`config.mk`:
```
export PLATFORM = sky130hd
export DESIGN_NAME = act_buffer_reader
export DESIGN_NICKNAME = d
export VERILOG_FILES = /design/src/rtl/act_buffer_reader.sv
export SDC_FILE = /design/constraint.sdc
export NUM_CORES = 1
export LEC_CHECK = 0
export CAP_MARGIN = 10
export CELL_PAD_IN_SITES_DETAIL_PLACEMENT = 1
export CELL_PAD_IN_SITES_GLOBAL_PLACEMENT = 1
export CORE_UTILIZATION = 25
export DETAILED_ROUTE_END_ITERATION = 7
export PLACE_DENSITY_LB_ADDON = 0.15
export SETUP_SLACK_MARGIN = 0.2
export SLEW_MARGIN = 20
export SYNTH_ARGS = -nofsm -noshare
export SYNTH_HDL_FRONTEND = slang
export SYNTH_SLANG_ARGS = --single-unit
```
`constraint.sdc`:
```
create_clock -name clk -period 3.26 [get_ports clk]
set_input_delay 0.978 -clock clk [delete_from_list [all_inputs] [get_ports clk]]
set_output_delay 0.978 -clock clk [all_outputs]
set_load 0.02 [all_outputs]
```
`src/rtl/act_buffer_reader.sv`:
```
// Read-side sequencer for the ping/pong activation buffer: issues buffer reads,
// tracks them through the fixed-latency read pipe and re-times data into a valid/ready stream.
module act_buffer_reader #(
  parameter int TM         = 16,
  parameter int ADDR_WIDTH = 7,
  parameter int READ_LAT   = 2,
  parameter int FIFO_DEPTH = 4
) (
  input  logic                          clk,
  input  logic                          rst_n,
  input  logic                          start,
  input  logic [ADDR_WIDTH:0]           k_len,
  input  logic [1:0]                    bank_ready,
  output logic [1:0]                    bank_release,
  output logic                          rd_en,
  output logic [ADDR_WIDTH-1:0]         k_idx,
  output logic                          bank_sel_rd,
  input  logic [TM*8-1:0]               a_vec,
  output logic [TM*8-1:0]               a_out_data,
  output logic                          a_out_valid,
  input  logic                          a_out_ready,
  output logic                          a_out_last,
  output logic                          busy,
  output logic                          done,
  output logic [2:0]                    dbg_state,
  output logic [$clog2(FIFO_DEPTH):0]   dbg_fifo_count
);

  // Output stream handshake: a vector moves on a cycle where a_out_valid and
  // a_out_ready are both 1; valid never drops and data never changes until then.

  localparam int PW = $clog2(FIFO_DEPTH);
  localparam int CW = PW + 1;
  localparam logic [ADDR_WIDTH:0] MAX_LEN = {1'b1, {ADDR_WIDTH{1'b0}}};

  typedef enum logic [2:0] {
    S_IDLE      = 3'd0,
    S_WAIT_BANK = 3'd1,
    S_STREAM    = 3'd2,
    S_DRAIN     = 3'd3,
    S_DONE      = 3'd4
  } state_t;

  state_t                  r_state;
  logic [ADDR_WIDTH:0]     r_len;
  logic [ADDR_WIDTH:0]     r_issued;
  logic [ADDR_WIDTH:0]     r_pushed;
  logic [ADDR_WIDTH-1:0]   r_last_idx;
  logic                    r_cur_bank;
  logic                    r_busy;
  logic                    r_done;
  logic [1:0]              r_release;
  logic [READ_LAT-1:0]     r_tag;
  logic [TM*8-1:0]         r_mem [FIFO_DEPTH];
  logic [FIFO_DEPTH-1:0]   r_mem_last;
  logic [PW-1:0]           r_wr_ptr;
  logic [PW-1:0]           r_rd_ptr;
  logic [CW-1:0]           r_count;

  logic [CW-1:0]           w_inflight;
  logic [CW:0]             w_occ;
  logic                    w_issue;
  logic                    w_rd_en;
  logic                    w_push;
  logic                    w_pop;
  logic                    w_start;
  logic [ADDR_WIDTH:0]     w_len;

  always_comb begin
    w_inflight = '0;
    for (int i = 0; i < READ_LAT; i++) begin
      w_inflight = w_inflight + CW'(r_tag[i]);
    end
  end

  // Reserve FIFO space for every real read still in the buffer pipe so a push never overflows.
  assign w_occ   = {1'b0, r_count} + {1'b0, w_inflight};
  assign w_issue = (r_state == S_STREAM) && (r_issued < r_len) &&
                   (w_occ < (CW+1)'(FIFO_DEPTH));
  assign w_rd_en = w_issue | (|r_tag);
  assign w_push  = w_rd_en & r_tag[READ_LAT-1];
  assign w_pop   = (r_count != '0) & a_out_ready;
  assign w_start = start & (r_state == S_IDLE) & ~r_busy & ~r_done;
  assign w_len   = (k_len > MAX_LEN) ? MAX_LEN : k_len;

  // Tag pipe mirrors the buffer read pipe, advancing only when the buffer does.
  always_ff @(posedge clk or negedge rst_n) begin
    if (!rst_n) begin
      r_tag <= '0;
    end else if (w_rd_en) begin
      r_tag[0] <= w_issue;
      for (int i = 1; i < READ_LAT; i++) begin
        r_tag[i] <= r_tag[i-1];
      end
    end
  end

  always_ff @(posedge clk or negedge rst_n) begin
    if (!rst_n) begin
      for (int i = 0; i < FIFO_DEPTH; i++) begin
        r_mem[i] <= '0;
      end
      r_mem_last <= '0;
      r_wr_ptr   <= '0;
      r_rd_ptr   <= '0;
      r_count    <= '0;
      r_pushed   <= '0;
    end else begin
      if (w_start) begin
        r_pushed <= '0;
      end else if (w_push) begin
        r_pushed <= r_pushed + (ADDR_WIDTH+1)'(1);
      end
      if (w_push) begin
        r_mem[r_wr_ptr]      <= a_vec;
        r_mem_last[r_wr_ptr] <= (r_pushed == r_len - (ADDR_WIDTH+1)'(1));
        r_wr_ptr             <= r_wr_ptr + PW'(1);
      end
      if (w_pop) begin
        r_rd_ptr <= r_rd_ptr + PW'(1);
      end
      case ({w_push, w_pop})
        2'b10:   r_count <= r_count + CW'(1);
        2'b01:   r_count <= r_count - CW'(1);
        default: r_count <= r_count;
      endcase
    end
  end

  always_ff @(posedge clk or negedge rst_n) begin
    if (!rst_n) begin
      r_state    <= S_IDLE;
      r_len      <= '0;
      r_issued   <= '0;
      r_last_idx <= '0;
      r_cur_bank <= 1'b0;
      r_busy     <= 1'b0;
      r_done     <= 1'b0;
      r_release  <= '0;
    end else begin
      r_done    <= 1'b0;
      r_release <= '0;
      if (w_issue) begin
        r_issued   <= r_issued + (ADDR_WIDTH+1)'(1);
        r_last_idx <= r_issued[ADDR_WIDTH-1:0];
      end
      case (r_state)
        S_IDLE: begin
          if (w_start) begin
            r_len    <= w_len;
            r_issued <= '0;
            r_busy   <= 1'b1;
            r_state  <= (w_len == '0) ? S_DONE : S_WAIT_BANK;
          end
        end
        S_WAIT_BANK: begin
          if (bank_ready[r_cur_bank]) begin
            r_state <= S_STREAM;
          end
        end
        S_STREAM: begin
          if (r_issued == r_len) begin
            r_state <= S_DRAIN;
          end
        end
        S_DRAIN: begin
          if ((r_tag == '0) && (r_count == '0)) begin
            r_release[r_cur_bank] <= 1'b1;
            r_cur_bank            <= ~r_cur_bank;
            r_state               <= S_DONE;
          end
        end
        S_DONE: begin
          r_done  <= 1'b1;
          r_busy  <= 1'b0;
          r_state <= S_IDLE;
        end
        default: r_state <= S_IDLE;
      endcase
    end
  end

  // Dummy reads (tag flush only) repeat the last real address on the held bank.
  assign rd_en          = w_rd_en;
  assign k_idx          = w_issue ? r_issued[ADDR_WIDTH-1:0] : r_last_idx;
  assign bank_sel_rd    = r_cur_bank;
  assign bank_release   = r_release;
  assign a_out_valid    = (r_count != '0);
  assign a_out_data     = r_mem[r_rd_ptr];
  assign a_out_last     = (r_count != '0) & r_mem_last[r_rd_ptr];
  assign busy           = r_busy;
  assign done           = r_done;
  assign dbg_state      = r_state;
  assign dbg_fifo_count = r_count;

endmodule

```
---- After elaboration in Yosys (flattened, before gate mapping) ----
Index checks and enable logic that the tools add are counted.
storage, ports and cells
  register bits after elaboration ......... 564
  input bits .............................. 142
  output and inout port bits .............. 149
  word-level logic and storage cells ...... 115
cells by class
  add/subtract/negate cells ............... 9
  magnitude comparators ................... 11
  equal/unequal tests ..................... 12
  multiplexer cells ....................... 34
  bitwise gates (word level) .............. 12
  reductions and logical operators ........ 19
operators by type and width
  kind                 count
  $bwmux 512           1
  $mux 128             3
  $bmux 128 s2         1
  $demux 128 s2        1
  $mux 8               6
  $add 8x1->8 const B  2
  $eq 8x8->1           2
  $mux 3               5
  $pmux 3 s4           1
  $gt 8x8->1 const B   1
  $logic_not 8->1      1
  $lt 8x8->1           1
  $sub 8x1->8 const B  1
  $mux 1               7
  $mux 7               1
  $and 1x1->1          6
  $eq 3x2->1 const B   2
  $ge 3x3->1 const B   2
  $logic_and 1x1->1    6
  $logic_not 3->1      2
  $lt 2x3->1 const B   2
  $ne 2x2->1 const B   3
  $not 2->3            2
  $pmux 3 s2           1
  other kinds (29)     37

---- Logic depth before layout (Yosys ltp) ----
Gate-level depths: netlist of the first run.
  depth in word-level cells ............... 8
  mapped depth ............................ 9
  gate-level depth less buffers ........... 8

---- Worst setup path before layout of the first run ----
No wires, ideal clock.
  path kind ............................... flip-flop to output port
  start ................................... reg r_count[0] (netlist: dbg_fifo_count[0])
  end ..................................... out k_idx[0]
  data arrival time ....................... 2.051 ns
  data required time ...................... 2.282 ns
  setup slack ............................. 0.231 ns
  cell stages (with the launch flop) ...... 8
  buffers on the path ..................... 1
  cells stage by stage .................... dfrtp_1 > ha_1 > a21oi_1 > nor2_1 > or3_4 > buf_6 > nor2_4 > mux2_2
between the ends
  longest elaborated chain between the ends .. 4
RTL lines
  what                    RTL line  source
  from (decl)             58        logic [CW-1:0] r_count;
  from (signal assigned)  123       2'b10: r_count <= r_count + CW'(1);
  from (signal assigned)  124       2'b01: r_count <= r_count - CW'(1);
  from (signal assigned)  125       default: r_count <= r_count;
  $add 3x2->4             77        assign w_occ = {1'b0, r_count} + {1'b0, w_inflight};
  $lt 4x3->1              79        (w_occ < (CW+1)'(FIFO_DEPTH));
  $logic_and 1x1->1       78        assign w_issue = (r_state == S_STREAM) && (r_issued < r_len) &&
  $mux 7                  185       assign k_idx = w_issue ? r_issued[ADDR_WIDTH-1:0] : r_last_idx;
  to (decl)               16        output logic [ADDR_WIDTH-1:0] k_idx,
No other way between the ends.

---- Final worst setup path of the first run ----
  start ................................... reg r_len[7]
  end ..................................... out k_idx[6]
between the ends
  longest elaborated chain between the ends .. 4
RTL lines
  what                             RTL line  source
  from (decl)                      45        logic [ADDR_WIDTH:0] r_len;
  from (signal assigned)           150       r_len <= w_len;
  $lt 8x8->1                       78
  $logic_and 1x1->1 (2 in series)  78
  $mux 7                           185
No other way between the ends.

==> results.ini, run 1 <==
[layout]
multi_input_area_mm2 = 0.0101
num-fill-cells = 9864
regArea_mm2 = 0.0141
postLayoutCoreUtil_pct = 34.9
drive_gt1_share_pct = 54.7
num-nets-final = 2133
syn_to_final_growth_pct = 37.9

[cts]
htree_levels = 3
insertion_delay_ps = 620
cts_hold_buf = 0
clock-sinks = 564
cts_inserted_buffers = 72
clk_pin_slew_ps = 60
cts_tree = done
cts_root_buffer = clkbuf_16
clk_path_buf_depth = 3

[worst_setup_path]
crit_type = reg2out
critPathArrivalTime_ps = 2710
rr_endpoint = r_issued[6]
worstPathRequired_ps = 2280
cp-endpoint = k_idx[6]
cp_slowest_stage_delay_ps = 390
reg2reg_depth = 8
crit_path_end_kind = output port
start_kind = flop
crit_path_cell_trace = inv_2 -> ha_4 -> a21oi_2 -> nand4b_1 -> or3_4 -> nor2_4 -> buf_12 -> mux2_2 -> buf_2
worstSetupStartpoint = r_len[7]
worst-path-max-fanout = 9
slowest_stage = dfrtp_1
r2r_start = r_len[7]
rrSetupSlack_ps = 980

[synth]
seq_area_frac_synth_pct = 57.4
synth_area_leader_cell = dfrtp_1
yosysUniqueCellTypes = 43
yosys-top-cells-area = dfrtp_1 (57%), mux2_2 (24%), mux4_2 (12%)
synth_cells = 1514
synth-seq-cells = 564
synth_top_area_share_pct = 57.4
synth_warnings = 0
netlist_area_mm2 = 0.0246
synth_fp_nets = 1674
syn_area_per_cell_um2 = 16.3

[pwr]
power_density_mw_per_mm2 = 1190
p_int_mw = 27.0
comb_power_share_pct = 49.4
power.net_switching_mw = 13.4
clkPwrFrac_pct = 20.2
leakagePower_nw = 14.2
irDropWorstVdd_v = 0.000703
share_seq_of_total_power_pct = 30.5
switching_share_pct = 33.2

[sta]
hold_viol_final = 0
max_slew_margin_pct = 62.7
rsz0062_at_grt = true
period_share_pct = 113
drv_slew = 0
finClkSkew_ps = 22.3
finalSetupViolations = 120
fin_crit_ps = 3680
fmax_ghz = 0.271
layout_setup_ws_ps = -424
tightest_slew_ps = 559

[global_routing]
gr-usage-all-layers_pct = 14.6
grt_antenna_before_repair = 9
grt_pass1_wl_um = 110000
first_global_vias = 17400
grt_max_degree = 74
grt.overflow.total = 0

[routing]
wl_met2_um = 35800
first_pass_iters = 4
top_layer = met5
wl_met1_um = 30100
drc = 0
dr_wl_met3_um = 3060
avgViaCountPerCell = 4.53
ant_nets = 0
wl_per_cell_um = 21.4
drtIter0Drc = 442
wirelength_um = 70800
vias = 15000

[floorplanning]
fp.dieH_um = 316
die_w_um = 316
start_util_pct = 25.3
io_pins = 291
dieArea_mm2 = 0.0997
placementRows = 114
core_mm2 = 0.0971

[run_status]
violations = setup timing
outcome = finished with violations

[place]
pre_cts_ws_ps = -262
gp_congestion = 0.705
port_buffers = 290
dp_hpwl_um = 45200

[worst_hold_path]
min_path_type = in2async

[flow_run]
drv_cap = 0

[metrics by stage]
step	std cells	cell area, um2	hold slack (ps)	total power, mW	TNS (ps)
floorplan	1514	24600	443	22.5	0
finish	3304	33900	312	40.5	-10010
CTS	3261	33100	278	39.7	-13480
global route	3303	33900	303	42.9	-21230
detailed placement	3081	29900	475	30.1	-1880
global placement	3081	29900	462	29.6	-1720
[per-layer routing]
metal	vias up	track usage, %
met4	16	4.59
met2	223	24.5
met1	8022	18.4
met3	126	3.61
li1	6569	-
met5	-	0
[worst max-delay path, delay by kind of cell (launching register included)]
kind,cells,cell delay [ps]
adders and majority gates,1,210
and+or+nand+nor,3,630
buffers and inverters,3,380
AOI/OAI and AO/OA,1,130
DFF,1,390
muxes,1,340
[power groups by stage]
stage / sequential, mW / combinational [mW] / clock [mW]
after floorplan: 11.9 / 10.6 / 0
after global placement: 12.2 / 17.4 / 0
after detailed placement: 12.4 / 17.7 / 0
after CTS: 12.3 / 18.9 / 8.50
after global routing: 12.8 / 21.4 / 8.72
final: 12.3 / 20.0 / 8.15
[layout by cell type, fill, tap and decap left out, types with 3 or more instances in the layout]
cell type and instances:
dfrtp_1 562, buf_6 185, inv_1 15, mux2_2 518
buf_16 13, o31ai_1 10, clkbuf_8 16, mux2i_1 3
nor3_1 6, bufinv_16 6, clkbuf_16 75, xor2_1 14
and3_1 4, nor2_1 17, nand2_1 18, buf_4 66
or4_1 4, ha_1 15, mux4_2 129, a21oi_2 4
nand2_4 4, nand4_1 6, xnor2_1 10, buf_8 17
buf_2 5, clkinv_2 10, nand2b_1 3, clkdlybuf4s50_1 151
o21ai_0 15, nand3b_1 7, buf_12 42, nand3_1 11
clkbuf_1 17, a21oi_1 9
[flip-flops by register name, summed over array words and instances (netlist names)]
| signal | count |
|---|---|
| r_tag | 2 |
| done | 1 |
| r_rd_ptr | 2 |
| r_issued | 8 |
| bank_sel_rd | 1 |
| bank_release | 2 |
| dbg_state | 3 |
| busy | 1 |
| dbg_fifo_count | 3 |
| r_len | 8 |
| r_mem | 512 |
| r_wr_ptr | 2 |
| r_pushed | 8 |
| r_last_idx | 7 |
| r_mem_last | 4 |
[logic make-up after synthesis]
family / share of synthesized area [%]
mux: 35.7
compound gates: 1.13
buf+inv: 1.83
xor+xnor: 0.854
fa+ha+maj: 0.946
simple gates: 2.19
flops: 57.4
[worst min-delay path by stage]
stage / from / end / slack [ps] / cells after the start
after CTS: rst_n / r_last_idx[3] / 280 / 1
final: rst_n / busy / 310 / 1
after floorplan: r_mem_last[2] / r_mem_last[2] / 440 / 2
after global routing: rst_n / done / 300 / 1
after global placement: r_mem_last[2] / r_mem_last[2] / 460 / 2
after detailed placement: r_mem_last[3] / r_mem_last[3] / 480 / 2
[cell type report]
class	instances	share of cell area, %
sequential	564	41.6
multi-input combinational	838	29.9
timing repair buffer	481	16.5
clock buffer	107	6.30
tap	1276	4.71
clock inverter	20	0.800
inverter	16	0.177
antenna	2	0.0148
[cell usage after synthesis (all sizes together)]
| cell type | count |
|---|---|
| a211o | 1 |
| a211oi | 1 |
| a21o | 1 |
| a21oi | 13 |
| a221oi | 1 |
| a31o | 1 |
| a31oi | 1 |
| and2 | 3 |
| and3 | 4 |
| buf | 19 |
| clkbuf | 77 |
| dfrtp | 564 |
| fa | 1 |
| ha | 17 |
| inv | 16 |
| mux2 | 519 |
| mux2i | 3 |
| mux4 | 129 |
| nand2 | 22 |
| nand2b | 3 |
| nand3 | 11 |
| nand3b | 7 |
| nand4 | 6 |
| nand4b | 2 |
| nor2 | 20 |
| nor2b | 3 |
| nor3 | 6 |
| nor3b | 1 |
| nor4 | 1 |
| nor4b | 2 |
| o211ai | 2 |
| o21ai | 15 |
| o31ai | 10 |
| or2b | 1 |
| or3 | 3 |
| or4 | 4 |
| xnor2 | 10 |
| xor2 | 14 |
[timing repair]
action,CTS,global route
endpoints found under the setup margin,138,137
buffers inserted,46,40
pin swaps,1,4
gates cloned,7,1
resized for setup,819,165
No activity file was read; power rests on OpenSTA's default activity.
==> run 2: changes to the inputs <==
Settings changed: ABC_AREA from default to 1, CELL_PAD_IN_SITES_DETAIL_PLACEMENT 1 to default, CELL_PAD_IN_SITES_GLOBAL_PLACEMENT 1 to default, RECOVER_POWER from default to 100.
==> run 2 against run 1 <==
Effect of this change:
- the flow finishes with violations (DRC, capacitance limit, slew limit, setup timing)
- die area is essentially flat
- final cell count is 42% higher
- critical path depth did not move
- wire length rose by 33%
- synthesized area barely moved
==> results.ini, run 2 <==
[layout]
num-fill-cells = 9651  ; was 9,864
final_cell_mix = nand2_1 (598), o21ai_0 (566), dfrtp_1 (562)  ; was dfrtp_1 (562), mux2_2 (518), buf_6 (185)
num-nets-final = 3534  ; was 2,133
postLayoutCoreUtil_pct = 40.0  ; was 34.9%
drive_gt1_share_pct = 30.5  ; was 54.7%
top_register = r_mem  ; unchanged
layout_commonest_cell = nand2_1  ; was dfrtp_1
syn_to_final_growth_pct = 57.8  ; was 37.9%
largest_reg_flops = 512  ; unchanged

[synth]
synthArstFlopShare_pct = 100  ; unchanged
synth_warnings = 0  ; unchanged
synth_xor_area_share_pct = 0.534  ; was 0.854%
synth_top_area_share_pct = 57.4  ; about the same
synth_cells = 2890  ; was 1,514
ys.flop_type = dfrtp_1  ; unchanged
synth_edf_count = 0  ; unchanged
synth-seq-cells = 564  ; unchanged
seq_area_frac_synth_pct = 57.4  ; about the same
netlist_area_mm2 = 0.0246  ; about the same
synth_fp_nets = 3050  ; was 1,674
synth-simple-area-share_pct = 15.1  ; was 2.19%
muxShareOfSynthArea_pct = 0  ; was 35.7%
yosys-top-cells-area = dfrtp_1 (57%), o21ai_0 (16%), nand2_1 (9.3%)  ; was dfrtp_1 (57%), mux2_2 (24%), mux4_2 (12%)
ys_top_cells_by_count = o21ai_0 (801), nand2_1 (607), dfrtp_1 (564), nor2_1 (311), inv_1 (182)  ; was dfrtp_1 (564), mux2_2 (519), mux4_2 (129), clkbuf_1 (77), nand2_1 (22)
synth-compound-area-share_pct = 19.9  ; was 1.13%
yosysUniqueCellTypes = 27  ; was 43
synth_adder_area_share_pct = 0.946  ; about the same
synth_top_family_by_area = compound AO/OA/AOI/OAI gates  ; was multiplexers
syn_area_per_cell_um2 = 8.51  ; was 16.3 um2
synth_area_leader_cell = dfrtp_1  ; unchanged
yosysMostFrequentCell = o21ai_0  ; was dfrtp_1

[routing]
ant_nets = 0  ; unchanged
drc = 12  ; was 0
vias = 21900  ; was 15,000
first_pass_iters = 7  ; was 4
wl_per_cell_um = 20.1  ; was 21.4 um
wirelength_um = 94400  ; was 70,800 um
drtIter0Drc = 1497  ; was 442
avgViaCountPerCell = 4.67  ; was 4.53

[worst_setup_path]
crit_path_end_kind = output port  ; unchanged
worstSetupStartpoint = dbg_fifo_count[0]  ; was r_len[7]
r2r_start = r_tag[1]  ; was r_len[7]
worst-path-max-fanout = 8  ; was 9
rrSetupSlack_ps = 340  ; was 980 ps
reg2reg_depth = 5  ; was 8
rr_endpoint = r_mem[365]  ; was r_issued[6]
critPathArrivalTime_ps = 2400  ; was 2710 ps
cp-endpoint = k_idx[6]  ; unchanged
crit_type = reg2out  ; unchanged
worstPathRequired_ps = 2280  ; about the same
start_kind = flop  ; unchanged

[flow_run]
drv_cap = 1  ; was 0

[place]
dp_hpwl_um = 49300  ; was 45,200 um
pre_cts_ws_ps = -62.2  ; was -262 ps
port_buffers = 290  ; unchanged
gp_congestion = 0.756  ; was 0.705

[global_routing]
grt_antenna_before_repair = 2  ; was 9
gr-usage-all-layers_pct = 18.2  ; was 14.6%
first_global_vias = 21900  ; was 17,400
grt_pass1_wl_um = 138000  ; was 110,000 um
grt.overflow.total = 0  ; unchanged
grt_max_degree = 65  ; was 74

[floorplanning]
fp.dieH_um = 316  ; about the same
io_pins = 291  ; unchanged
start_util_pct = 25.4  ; was 25.3%
dieArea_mm2 = 0.0996  ; was 0.0997 mm2
core_mm2 = 0.0970  ; was 0.0971 mm2
placementRows = 114  ; unchanged
die_w_um = 316  ; about the same

[cts]
clk_pin_slew_ps = 60  ; about the same
clock-sinks = 564  ; unchanged
cts_root_buffer = clkbuf_16  ; unchanged
cts_tree = done  ; unchanged
cts_inserted_buffers = 70  ; was 72
htree_levels = 3  ; unchanged
cts_hold_buf = 0  ; unchanged
clk_path_buf_depth = 3  ; unchanged
insertion_delay_ps = 640  ; was 620 ps

[worst_hold_path]
min_path_type = reg2reg  ; was in2async

[sta]
fmax_ghz = 0.296  ; was 0.271 GHz
finClkSkew_ps = 18.3  ; was 22.3 ps
period_share_pct = 104  ; was 113%
rsz0062_at_grt = true  ; unchanged
hold-worst-slack_ps = 416  ; was 312 ps
drv_slew = 48  ; was 0
tightest_slew_ps = 1610  ; was 559 ps
max_slew_margin_pct = -7.64  ; was 62.7%
layout_setup_ws_ps = -118  ; was -424 ps
finalSetupViolations = 13  ; was 120
hold_viol_final = 0  ; unchanged
fin_crit_ps = 3380  ; was 3680 ps

[pwr]
irDropWorstVdd_v = 0.000653  ; was 0.000703 V
leakagePower_nw = 17.7  ; was 14.2 nW
power_density_mw_per_mm2 = 1210  ; was 1190 mW/mm2

[run_status]
violations = DRC, capacitance limit, slew limit, setup timing  ; was setup timing
outcome = finished with violations  ; unchanged

## run 2: cell types whose count changed in the layout (fill, tap and decap cells not counted), sizes merged, moves of 49 or more
cell	delta
nand2	+587
buf	+72
nor2	+291
clkbuf	+49
mux2	-519
o22ai	+128
inv	+173
mux4	-129
o21ai	+786
## run 2: timing repair
| item | CTS | global route |
|---|---|---|
| resized for setup | 1288 | 627 |
| gates cloned | 54 | 25 |
| pin swaps | 122 | 182 |
| setup endpoints to repair | 138 | 138 |
| setup buffers | 100 | 28 |
## run 2: cell type report
type / count / area (um2) / share of cell area (%)
diodes: 1 / 2.50 / 0.00645
repair buffers: 611 / 8130 / 21.0
flip-flops and latches: 564 / 14100 / 36.4
well taps: 1276 / 1600 / 4.11
multi-input cells: 1939 / 11900 / 30.7
clock buffers: 100 / 2030 / 5.22
clock inverters: 21 / 203 / 0.522
inverters: 185 / 728 / 1.88
repair inverters: 3 / 66.3 / 0.171
## run 2: logic make-up after synthesis
| family | Yosys count |
|---|---|
| AND/OR/NAND/NOR | 961 |
| flip-flops | 564 |
| XOR/XNOR | 15 |
| adder cells (fa/ha/maj) | 18 |
| AO/OA/AOI/OAI | 944 |
| buffers and inverters | 388 |
## run 2: worst min path at each step
stage	cells past startpoint	to	from
after floorplan	2	r_mem_last[1]	r_mem_last[1]
after global placement	0	r_tag[1]	r_tag[0]
after detailed placement	0	r_tag[1]	r_tag[0]
after CTS	1	r_mem[172]	rst_n
after global routing	0	r_tag[1]	r_tag[0]
final	0	r_tag[1]	r_tag[0]
## run 2: metal layers
layer	vias up	GRT usage, %	share of wire [%]
li1	10600	-	-
met1	10800	25.3	47
met2	439	28.9	47
met3	123	3.19	4.0
met4	0	5.28	2.5
met5	-	0	0
## run 2: metrics by stage
stage	power, mW	std cells	TNS [ps]	cell area [um2]
finish	47.0	4700	-769	38800
global route	50.0	4700	-6930	38800
CTS	42.5	4646	-2630	35900
detailed placement	27.7	4371	-144	29700
global placement	27.7	4371	-76.4	29700
floorplan	20.4	2890	0	24600
## run 2: worst max-delay path, cell delays in order (launching register included)
cell and delay, ps:
dfrtp_1 390, ha_1 310, a21oi_2 140, nor2_2 60
nor3_4 300, nand2_4 160, buf_6 160, nand2_2 50
o21ai_2 60, buf_6 130
## run 2: power by group
group | internal, mW | switching [mW] | leakage (nW) | total, mW
logic | 13.2 | 13.6 | 10.4 | 26.8
registers | 10.1 | 2.34 | 6.21 | 12.5
clock network | 4.55 | 3.20 | 1.11 | 7.75
